[src/rtl/whack_pkg.sv]
// Shared definitions for the whack-a-mole controller and the score datapath.
package whack_pkg;

   localparam int unsigned STATE_W = 3;
   localparam int unsigned POS_W   = 4;
   localparam int unsigned LVL_W   = 2;
   localparam int unsigned CNT_W   = 8;
   localparam int unsigned LFSR_W  = 8;

   typedef enum logic [STATE_W-1:0] {
      ST_IDLE  = 3'd0,
      ST_START = 3'd1,
      ST_LVL1  = 3'd2,
      ST_LVL2  = 3'd3,
      ST_LVL3  = 3'd4,
      ST_LVL4  = 3'd5,
      ST_DONE  = 3'd6
   } state_e;

   typedef enum logic {
      PH_DOWN = 1'b0,
      PH_UP   = 1'b1
   } phase_e;

   localparam logic [LFSR_W-1:0] LFSR_SEED = 8'hA5;
   // x^8+x^6+x^5+x^4+1 on a left-shifting register: taps at bits 7,5,4,3
   localparam logic [LFSR_W-1:0] LFSR_TAPS = 8'hB8;

   function automatic logic [POS_W-1:0] no_repeat(input logic [POS_W-1:0] cand,
                                                  input logic [POS_W-1:0] prev);
      return (cand == prev) ? POS_W'(cand + 4'd1) : cand;
   endfunction

   function automatic logic [CNT_W-1:0] up_len(input logic [CNT_W-1:0] base,
                                               input logic [LVL_W-1:0] lvl);
      logic [CNT_W-1:0] s;
      s = base >> lvl;
      return (s == '0) ? CNT_W'(1) : s;
   endfunction

   function automatic state_e next_level(input state_e s);
      return (s == ST_LVL4) ? ST_DONE : state_e'(STATE_W'(s) + 3'd1);
   endfunction

   function automatic logic [LVL_W-1:0] level_of(input state_e s);
      logic [LVL_W-1:0] l;
      l = '0;
      if (s == ST_LVL1 || s == ST_LVL2 || s == ST_LVL3 || s == ST_LVL4)
         l = LVL_W'(STATE_W'(s) - STATE_W'(ST_LVL1));
      return l;
   endfunction

endpackage

[src/rtl/mole_lfsr.sv]
// Free-running 8-bit LFSR; on load it latches a hole index that differs from prev_pos.
module mole_lfsr
   import whack_pkg::*;
(
   input  logic             clk,
   input  logic             Reset,
   input  logic             load,
   input  logic [POS_W-1:0] prev_pos,
   output logic [POS_W-1:0] pos
);

   logic [LFSR_W-1:0] lfsr;

   always_ff @(posedge clk) begin
      if (Reset) begin
         lfsr <= LFSR_SEED;
         pos  <= '0;
      end else begin
         lfsr <= {lfsr[LFSR_W-2:0], ^(lfsr & LFSR_TAPS)};
         if (load)
            pos <= no_repeat(lfsr[POS_W-1:0], prev_pos);
      end
   end

endmodule

[src/rtl/whack_game_ctrl.sv]
// Game sequencer: drives the datapath state code, schedules moles, filters hits, advances levels.
module whack_game_ctrl
   import whack_pkg::*;
#(
   parameter int unsigned UP_TICKS    = 32,
   parameter int unsigned DOWN_TICKS  = 8,
   parameter int unsigned START_TICKS = 16,
   parameter int unsigned ROUNDS      = 8
)(
   input  logic               clk,
   input  logic               Reset,
   input  logic               start_key,
   input  logic               tick,
   input  logic               hit,
   input  logic               timer_done,
   output logic [STATE_W-1:0] state,
   output logic [POS_W-1:0]   mole_pos,
   output logic               mole_visible,
   output logic               score_inc,
   output logic [LVL_W-1:0]   level,
   output logic               game_over
);

   localparam logic [CNT_W-1:0] START_LAST = CNT_W'(START_TICKS - 1);
   localparam logic [CNT_W-1:0] DOWN_LAST  = CNT_W'(DOWN_TICKS - 1);
   localparam logic [CNT_W-1:0] UP_BASE    = CNT_W'(UP_TICKS);
   localparam logic [CNT_W-1:0] ROUNDS_L   = CNT_W'(ROUNDS);

   state_e           st_q, st_n;
   phase_e           ph_q, ph_n;
   logic [CNT_W-1:0] cnt_q, cnt_n;
   logic [CNT_W-1:0] round_q, round_n;
   logic             key_q;
   logic             vis_q, vis_n;
   logic             score_q, score_n;
   logic [LVL_W-1:0] level_q, level_n;
   logic             over_q, over_n;

   logic             rise_c;
   logic             hit_ok_c;
   logic             up_end_c;
   logic             load_c;
   logic [CNT_W-1:0] up_last_c;
   logic [CNT_W-1:0] cnt_inc_c;
   logic [CNT_W-1:0] round_inc_c;

   assign rise_c      = start_key & ~key_q;
   assign hit_ok_c    = hit & vis_q;
   assign up_last_c   = CNT_W'(up_len(UP_BASE, level_q) - 8'd1);
   assign up_end_c    = tick & (cnt_q == up_last_c);
   assign cnt_inc_c   = CNT_W'(cnt_q + 8'd1);
   assign round_inc_c = CNT_W'(round_q + 8'd1);

   always_ff @(posedge clk) begin
      if (Reset) begin
         st_q    <= ST_IDLE;
         ph_q    <= PH_DOWN;
         cnt_q   <= '0;
         round_q <= '0;
         key_q   <= 1'b0;
         vis_q   <= 1'b0;
         score_q <= 1'b0;
         level_q <= '0;
         over_q  <= 1'b0;
      end else begin
         st_q    <= st_n;
         ph_q    <= ph_n;
         cnt_q   <= cnt_n;
         round_q <= round_n;
         key_q   <= start_key;
         vis_q   <= vis_n;
         score_q <= score_n;
         level_q <= level_n;
         over_q  <= over_n;
      end
   end

   always_comb begin
      st_n    = st_q;
      ph_n    = ph_q;
      cnt_n   = cnt_q;
      round_n = round_q;
      vis_n   = vis_q;
      score_n = 1'b0;
      load_c  = 1'b0;

      case (st_q)
         ST_IDLE, ST_DONE: begin
            vis_n = 1'b0;
            ph_n  = PH_DOWN;
            if (rise_c) begin
               st_n  = ST_START;
               cnt_n = '0;
            end
         end

         ST_START: begin
            if (tick) begin
               if (cnt_q == START_LAST) begin
                  st_n    = ST_LVL1;
                  ph_n    = PH_DOWN;
                  cnt_n   = '0;
                  round_n = '0;
               end else begin
                  cnt_n = cnt_inc_c;
               end
            end
         end

         ST_LVL1, ST_LVL2, ST_LVL3, ST_LVL4: begin
            // timer expiry wins over everything, including a same-cycle hit
            if (timer_done) begin
               st_n  = ST_DONE;
               vis_n = 1'b0;
               ph_n  = PH_DOWN;
               cnt_n = '0;
            end else if (ph_q == PH_DOWN) begin
               if (tick) begin
                  if (cnt_q == DOWN_LAST) begin
                     load_c = 1'b1;
                     vis_n  = 1'b1;
                     ph_n   = PH_UP;
                     cnt_n  = '0;
                  end else begin
                     cnt_n = cnt_inc_c;
                  end
               end
            end else begin
               // a hit and the expiry tick together still end the mole only once
               if (hit_ok_c || up_end_c) begin
                  score_n = hit_ok_c;
                  vis_n   = 1'b0;
                  ph_n    = PH_DOWN;
                  cnt_n   = '0;
                  if (round_inc_c == ROUNDS_L) begin
                     round_n = '0;
                     st_n    = next_level(st_q);
                  end else begin
                     round_n = round_inc_c;
                  end
               end else if (tick) begin
                  cnt_n = cnt_inc_c;
               end
            end
         end

         default: begin
            st_n  = ST_IDLE;
            vis_n = 1'b0;
            ph_n  = PH_DOWN;
            cnt_n = '0;
         end
      endcase

      level_n = level_of(st_n);
      over_n  = (st_n == ST_DONE);
   end

   mole_lfsr u_lfsr (
      .clk      (clk),
      .Reset    (Reset),
      .load     (load_c),
      .prev_pos (mole_pos),
      .pos      (mole_pos)
   );

   assign state        = st_q;
   assign mole_visible = vis_q;
   assign score_inc    = score_q;
   assign level        = level_q;
   assign game_over    = over_q;

endmodule

[config.mk]
export PLATFORM = sky130hd
export DESIGN_NAME = whack_game_ctrl
export DESIGN_NICKNAME = d
export VERILOG_FILES = /design/src/rtl/whack_pkg.sv /design/src/rtl/mole_lfsr.sv /design/src/rtl/whack_game_ctrl.sv
export SDC_FILE = /design/constraint.sdc
export NUM_CORES = 1
export LEC_CHECK = 0
export ABC_AREA = 1
export CAP_MARGIN = 20
export CORE_ASPECT_RATIO = 0.5
export CORE_MARGIN = 2
export CORE_UTILIZATION = 45
export CTS_BUF_LIST = sky130_fd_sc_hd__clkbuf_4 sky130_fd_sc_hd__clkbuf_8
export CTS_CLUSTER_SIZE = 28
export DETAILED_ROUTE_END_ITERATION = 8
export SLEW_MARGIN = 10
export SYNTH_ARGS = -nofsm -noshare
export SYNTH_HDL_FRONTEND = slang
export SYNTH_SLANG_ARGS = --single-unit
[constraint.sdc]
create_clock -name clk -period 2.2 [get_ports clk]
set_clock_uncertainty 0.15 [all_clocks]
set_input_delay 0.33 -clock clk [delete_from_list [all_inputs] [get_ports clk]]
set_output_delay 0.33 -clock clk [all_outputs]
set_load 0.01 [all_outputs]
==> results.toml, run 1 <==
[run_status]
status = "finished clean"

[detailed_routing]
ant_nets = 0
wl_per_cell_um = 12.2
vias_per_cell = 5.01
dr.pass1.iters = 4
vias = 2159
drt_iter0_markers = 60
drc = 0
drt_wl_total_um = 5270

[cells_and_area]
instances_no_fill = 431
multiInputGateArea_mm2 = 0.00138
final_common_cell = "nand2_1"
drive_above_1_share = 0.258
fill_cells = 460
antennaDiodeCount = 0
regArea_um2 = 779
most-common-layout-cells = "53 x nand2_1, 40 x nor2_1, 35 x inv_1"
nNetsFinal = 374
syn_to_final_growth_pct = 25.5

[cts]
clk_pin_slew_ns = 0.08
cts.sinks = 38
clk_latency_ns = 0.30
cts_root_buf = "clkbuf_8"
numCtsBuffers = 5
htree_levels = 2
clockBufferDepth = 2
tritoncts = "done"

[sta]
hold_viol = 0
holdWs_ns = 0.268
period_share = 0.967
max_clock_freq_mhz = 470
finalMaxSlewViolations = 0
fin_crit_ns = 2.13
finalSetupViolations = 0
worstMarginPinSlew_ns = 0.337
rsz0062_at_grt = "true"
max_slew_margin = 0.773

[yosys]
netlist_instances = 321
synth-seq-cells = 38
ys_types = 38
synth_nets = 335
avgSynthCellArea_um2 = 7.07
synth_area_mm2 = 0.00227
synth_warnings = 0
ys_seq_area_frac = 0.335

[critical_path]
rrSetupSlack_ns = 0.07
arrival_ns = 2.19
critPathMaxFanout = 5
criticalPathCategory = "flip-flop to flip-flop"
startpoint_type = "flip-flop"
r2r_cells = 12
r2r-start = "state[1]"
r2r-end = "cnt_q[0]"
worstSetupEndpointType = "flip-flop"
crit_required_ns = 2.26

[power_and_ir_drop]
leakagePower_nw = 1.16
comb_power_share = 0.150
internal_power_w = 0.00106
peakVddDrop_mv = 0.279
swShare = 0.287
p_switching_w = 0.000426
power.share.sequential = 0.497
cellPowerDensity_mw_per_mm2 = 522
clkPwrFrac = 0.353

[worst_hold_path]
hp-class = "flip-flop to flip-flop"
min_from = "u_lfsr.lfsr[6]"
min_path_cells = 1
holdPathEnd = "u_lfsr.lfsr[7]"

[grt]
grt_max_degree = 18
track_usage = 0.189
grt_overflow_total = 0
antenna_found_initial = 0
grt_first_pass_wirelength_um = 8240
grt_pass1_vias = 1861

[place]
place.gp.congestion = 0.826
dp.cells = 415
hpwl_um = 3750
place.port_buffers = 17

[job]
drv_cap = 0

[floorplanning]
dieArea_mm2 = 0.00566
ios = 18
start_util = 0.464
die_h_um = 54.2
die_w_um = 104
core-area_mm2 = 0.00489
rows = 18
==> synth_stat cells (all sizes together) <==
cell type  number  share of area
a211oi          5          0.021
dfxtp          38           0.34
nand3b          1         0.0033
a31oi           1         0.0028
inv            48          0.079
o211ai          2         0.0066
xor2            4          0.015
o22ai           1         0.0028
a21oi          25          0.063
a21boi          1         0.0083
buf             1         0.0050
xnor2           6          0.023
nor3            7          0.023
nand4           4          0.011
o21bai          1         0.0033
nand2          69           0.13
nand3          23          0.063
clkbuf          3         0.0050
clkinv          1         0.0017
nor2           47          0.090
nor4            2         0.0055
ha              8          0.044
o21ai          20          0.047
or2             3         0.0083
==> registers in the layout, indices dropped and copies added (netlist names) <==
register      count
cnt_q             8
game_over         1
key_q             1
level             2
mole_visible      1
ph_q              1
round_q           8
score_inc         1
state             3
u_lfsr.lfsr       8
u_lfsr.pos        4
==> per-layer routing <==
metal	global-route usage	part of all wire	up-vias
met5	0	0	-
met4	0.0563	0.0057	0
met3	0.0448	0.051	4
met2	0.347	0.47	37
met1	0.227	0.47	1004
li1	-	-	1114
==> worst max-delay path: stages (launching register included) <==
cell and delay (ns):
dfxtp_4 0.38, buf_6 0.13, ha_4 0.15, nand2_2 0.05
nand2_2 0.07, nor3_4 0.25, nor2_4 0.09, nand2_4 0.08
nand2_4 0.05, a21boi_4 0.25, buf_6 0.16, a21oi_2 0.05
a211oi_2 0.18
==> layout make-up <==
class,count,share of cell area
clock inverter,2,0.00440
sequential,38,0.274
multi-input combinational,230,0.484
tap,70,0.0308
inverter,49,0.0664
timing repair buffer,36,0.112
clock buffer,6,0.0290
==> per-stage QoR <==
stage	utilization	power (W)	instance area [µm²]	setup slack, ns	TNS [ns]
6_report	0.582	0.00149	2850	0.0728	0
2_1_floorplan	-	0.000890	2270	0.142	0
3_3_place_gp	0.529	0.000949	2590	0.0281	0
4_1_cts	0.549	0.00148	2680	0.00333	0
5_1_grt	0.582	0.00156	2850	-0.0392	-0.138
3_5_place_dp	0.529	0.000954	2590	-0.0479	-0.128
==> worst max path at each step <==
stage	from	endpoint	slack, ns	depth (start not counted)
2_1_floorplan	state[1]	cnt_q[3]	0.14	13
3_3_place_gp	tick	cnt_q[0]	0.03	12
3_5_place_dp	tick	cnt_q[0]	-0.05	12
4_1_cts	state[0]	cnt_q[0]	0.003	12
5_1_grt	cnt_q[1]	cnt_q[0]	-0.04	14
6_report	state[1]	cnt_q[0]	0.07	12
==> cell families after synthesis <==
family          after synthesis  synth area share
xor+xnor                     10            0.0386
simple gates                156             0.335
compound gates               56             0.156
fa+ha+maj                     8            0.0441
buf+inv                      53            0.0910
flops                        38             0.335
==> timing repair <==
item | 4_1_cts | 5_1_grt
gates resized for setup | 0 | 39
hold buffers | 0 | 0
endpoints found under the setup margin | 0 | 24
setup buffers | 0 | 7
==> power groups by stage <==
stage	clock network (W)	logic (W)	registers, W
5_1_grt	0.000564	0.000249	0.000743
2_1_floorplan	0	0.000140	0.000750
3_3_place_gp	0	0.000195	0.000755
3_5_place_dp	0	0.000199	0.000755
4_1_cts	0.000538	0.000200	0.000739
6_report	0.000524	0.000222	0.000739
Power figures use the tool's default switching activity.
==> inputs of run 2 (changes only) <==
--- a/config.mk
+++ b/config.mk
@@ -7,7 +7,7 @@
 export LEC_CHECK = 0
 export ABC_AREA = 1
 export CAP_MARGIN = 20
-export CORE_ASPECT_RATIO = 0.5
+export CORE_ASPECT_RATIO = 0.8
 export CORE_MARGIN = 2
 export CORE_UTILIZATION = 45
 export CTS_BUF_LIST = sky130_fd_sc_hd__clkbuf_4 sky130_fd_sc_hd__clkbuf_8
@@ -17,3 +17,4 @@
 export SYNTH_ARGS = -nofsm -noshare
 export SYNTH_HDL_FRONTEND = slang
 export SYNTH_SLANG_ARGS = --single-unit
+export TNS_END_PERCENT = 10
==> constraint.sdc (replaced) <==
create_clock -name clk -period 2.2 [get_ports clk]
set_clock_uncertainty 0.15 [all_clocks]
set_input_delay 0.33 -clock clk [delete_from_list [all_inputs] [get_ports clk]]
set_output_delay 0.33 -clock clk [all_outputs]
set_load 0.005 [all_outputs]
==> results.toml, run 2 (same netlist as run 1, synthesis figures left out) <==
[cts]
tritoncts = "done"
cts.sinks = 38
hold_buffers = 0
htree_levels = 2
numCtsBuffers = 5
clk_latency_ns = 0.29
clk_pin_slew_ns = 0.08
clockBufferDepth = 2
cts_root_buf = "clkbuf_8"

[cells_and_area]
largestRegisters = "cnt_q: 8 flops, round_q: 8 flops, u_lfsr.lfsr: 8 flops"
fin_area_mm2 = 0.00280
nNetsFinal = 371
regArea_um2 = 772
antennaDiodeCount = 0
fill_cells = 458
multiInputGateArea_mm2 = 0.00135
final_common_cell = "nand2_1"
drive_above_1_share = 0.227
syn_to_final_growth_pct = 23.3
most-common-layout-cells = "55 x nand2_1, 42 x nor2_1, 37 x inv_1"
final_util = 0.568

[detailed_routing]
drt_wl_total_um = 5060
wl_per_cell_um = 12.1
vias = 2085
vias_per_cell = 4.98
drc = 0
ant_nets = 0
dr.pass1.iters = 4
drt_iter0_markers = 112

[sta]
finalSetupViolations = 0
layout_setup_ws_ns = 0.0620
max_slew_margin = 0.776
rsz0062_at_grt = "true"
worstMarginPinSlew_ns = 0.334
holdWs_ns = 0.266
hold_viol = 0
fin_crit_ns = 2.14
finalMaxSlewViolations = 0
max_clock_freq_mhz = 468
period_share = 0.972

[critical_path]
critPathMaxFanout = 4
r2r-start = "state[0]"
rrSetupSlack_ns = 0.06
r2r-end = "cnt_q[3]"
startpoint_type = "flip-flop"
r2r_cells = 12
cpMaxStageDelayCell = "dfxtp_4"
cp_cell_sequence = "ha_1, inv_1, nor2_1, nor3_4, nor2_4, nand2_4, nand2_4, a21boi_4, buf_6, nand3_1, o211ai_1, a21oi_1"
max_stage_delay_ns = 0.37
cpMostUsedCell = "nand2_4"
cp_num_buf_inv = 2
crit_path_start = "state[0]"
crit_required_ns = 2.23
critical_path.top_delay_family = "simple AND/OR/NAND/NOR gates"
arrival_ns = 2.17
criticalPathCategory = "flip-flop to flip-flop"
worstSetupEndpointType = "flip-flop"

[place]
place.port_buffers = 17
place.gp.congestion = 0.864
dpl_worst_slack_ns = -0.0315
post_dp_cell_area_mm2 = 0.00259
hpwl_um = 3670

[floorplanning]
die_h_um = 67.5
rows = 23
die_w_um = 83.4
dieArea_mm2 = 0.00563
ios = 18
core-area_mm2 = 0.00492
start_util = 0.461

[grt]
grt_pass1_vias = 1812
grt_max_degree = 19
antenna_found_initial = 0
grt_overflow_total = 0
grt_first_pass_wirelength_um = 8310
track_usage = 0.187

[job]
drv_cap = 0

[worst_hold_path]
hp-class = "flip-flop to flip-flop"
min_path_cells = 1
min_from = "u_lfsr.lfsr[6]"
holdPathEnd = "u_lfsr.lfsr[7]"

[power_and_ir_drop]
peakVddDrop_mv = 0.319
leakagePower_nw = 1.15
cellPowerDensity_mw_per_mm2 = 564

[run_status]
status = "finished clean"
-- run 2: worst register-to-register path, stage by stage, from the launching register on --
cell and delay [ns]:
dfxtp_4 0.37, ha_1 0.20, inv_1 0.09, nor2_1 0.07
nor3_4 0.30, nor2_4 0.09, nand2_4 0.08, nand2_4 0.06
a21boi_4 0.25, buf_6 0.13, nand3_1 0.07, o211ai_1 0.11
a21oi_1 0.06
-- run 2: how the worst max path moves through the flow --
stage	to	slack, ns	cells after the start
floorplan	cnt_q[3]	0.19	13
global placement	level[0]	0.01	14
detailed placement	cnt_q[2]	-0.03	12
CTS	cnt_q[2]	0.02	12
global route	cnt_q[3]	-0.04	15
finish	cnt_q[3]	0.06	12
-- run 2: cell type report --
type,count,area share
Multi-Input combinational cell,230,0.483
Clock buffer,6,0.0295
Inverter,49,0.0667
Sequential cell,38,0.276
Tap cell,62,0.0277
Clock inverter,1,0.0107
Timing Repair Buffer,33,0.106
-- run 2: routing by layer --
metal / vias up / track usage / share of wire
met3: 7 / 0.0403 / 0.040
met5: - / 0 / 0
li1: 1101 / - / -
met4: 0 / 0.0635 / 0.014
met2: 38 / 0.292 / 0.42
met1: 939 / 0.259 / 0.52
-- run 2: metrics by stage --
| step | TNS, ns | cells | total power, W |
|---|---|---|---|
| after detailed placement | -0.117 | 409 | 0.000959 |
| after global placement | 0 | 409 | 0.000958 |
| final | 0 | 419 | 0.00158 |
| after global routing | -0.0768 | 419 | 0.00165 |
| after CTS | 0 | 416 | 0.00158 |
| after floorplan | 0 | 321 | 0.000889 |
-- run 2: where the power goes --
part | switching, W | internal (W)
sequential | 0.0000261 | 0.000712
combinational | 0.000129 | 0.0000990
clock | 0.000248 | 0.000363
-- run 2: repair_timing --
action | CTS | global route
pin swaps | 1 | 4
resized for setup | 2 | 25
gates cloned | 0 | 0
buffers inserted | 0 | 3
endpoints found under the setup margin | 3 | 25
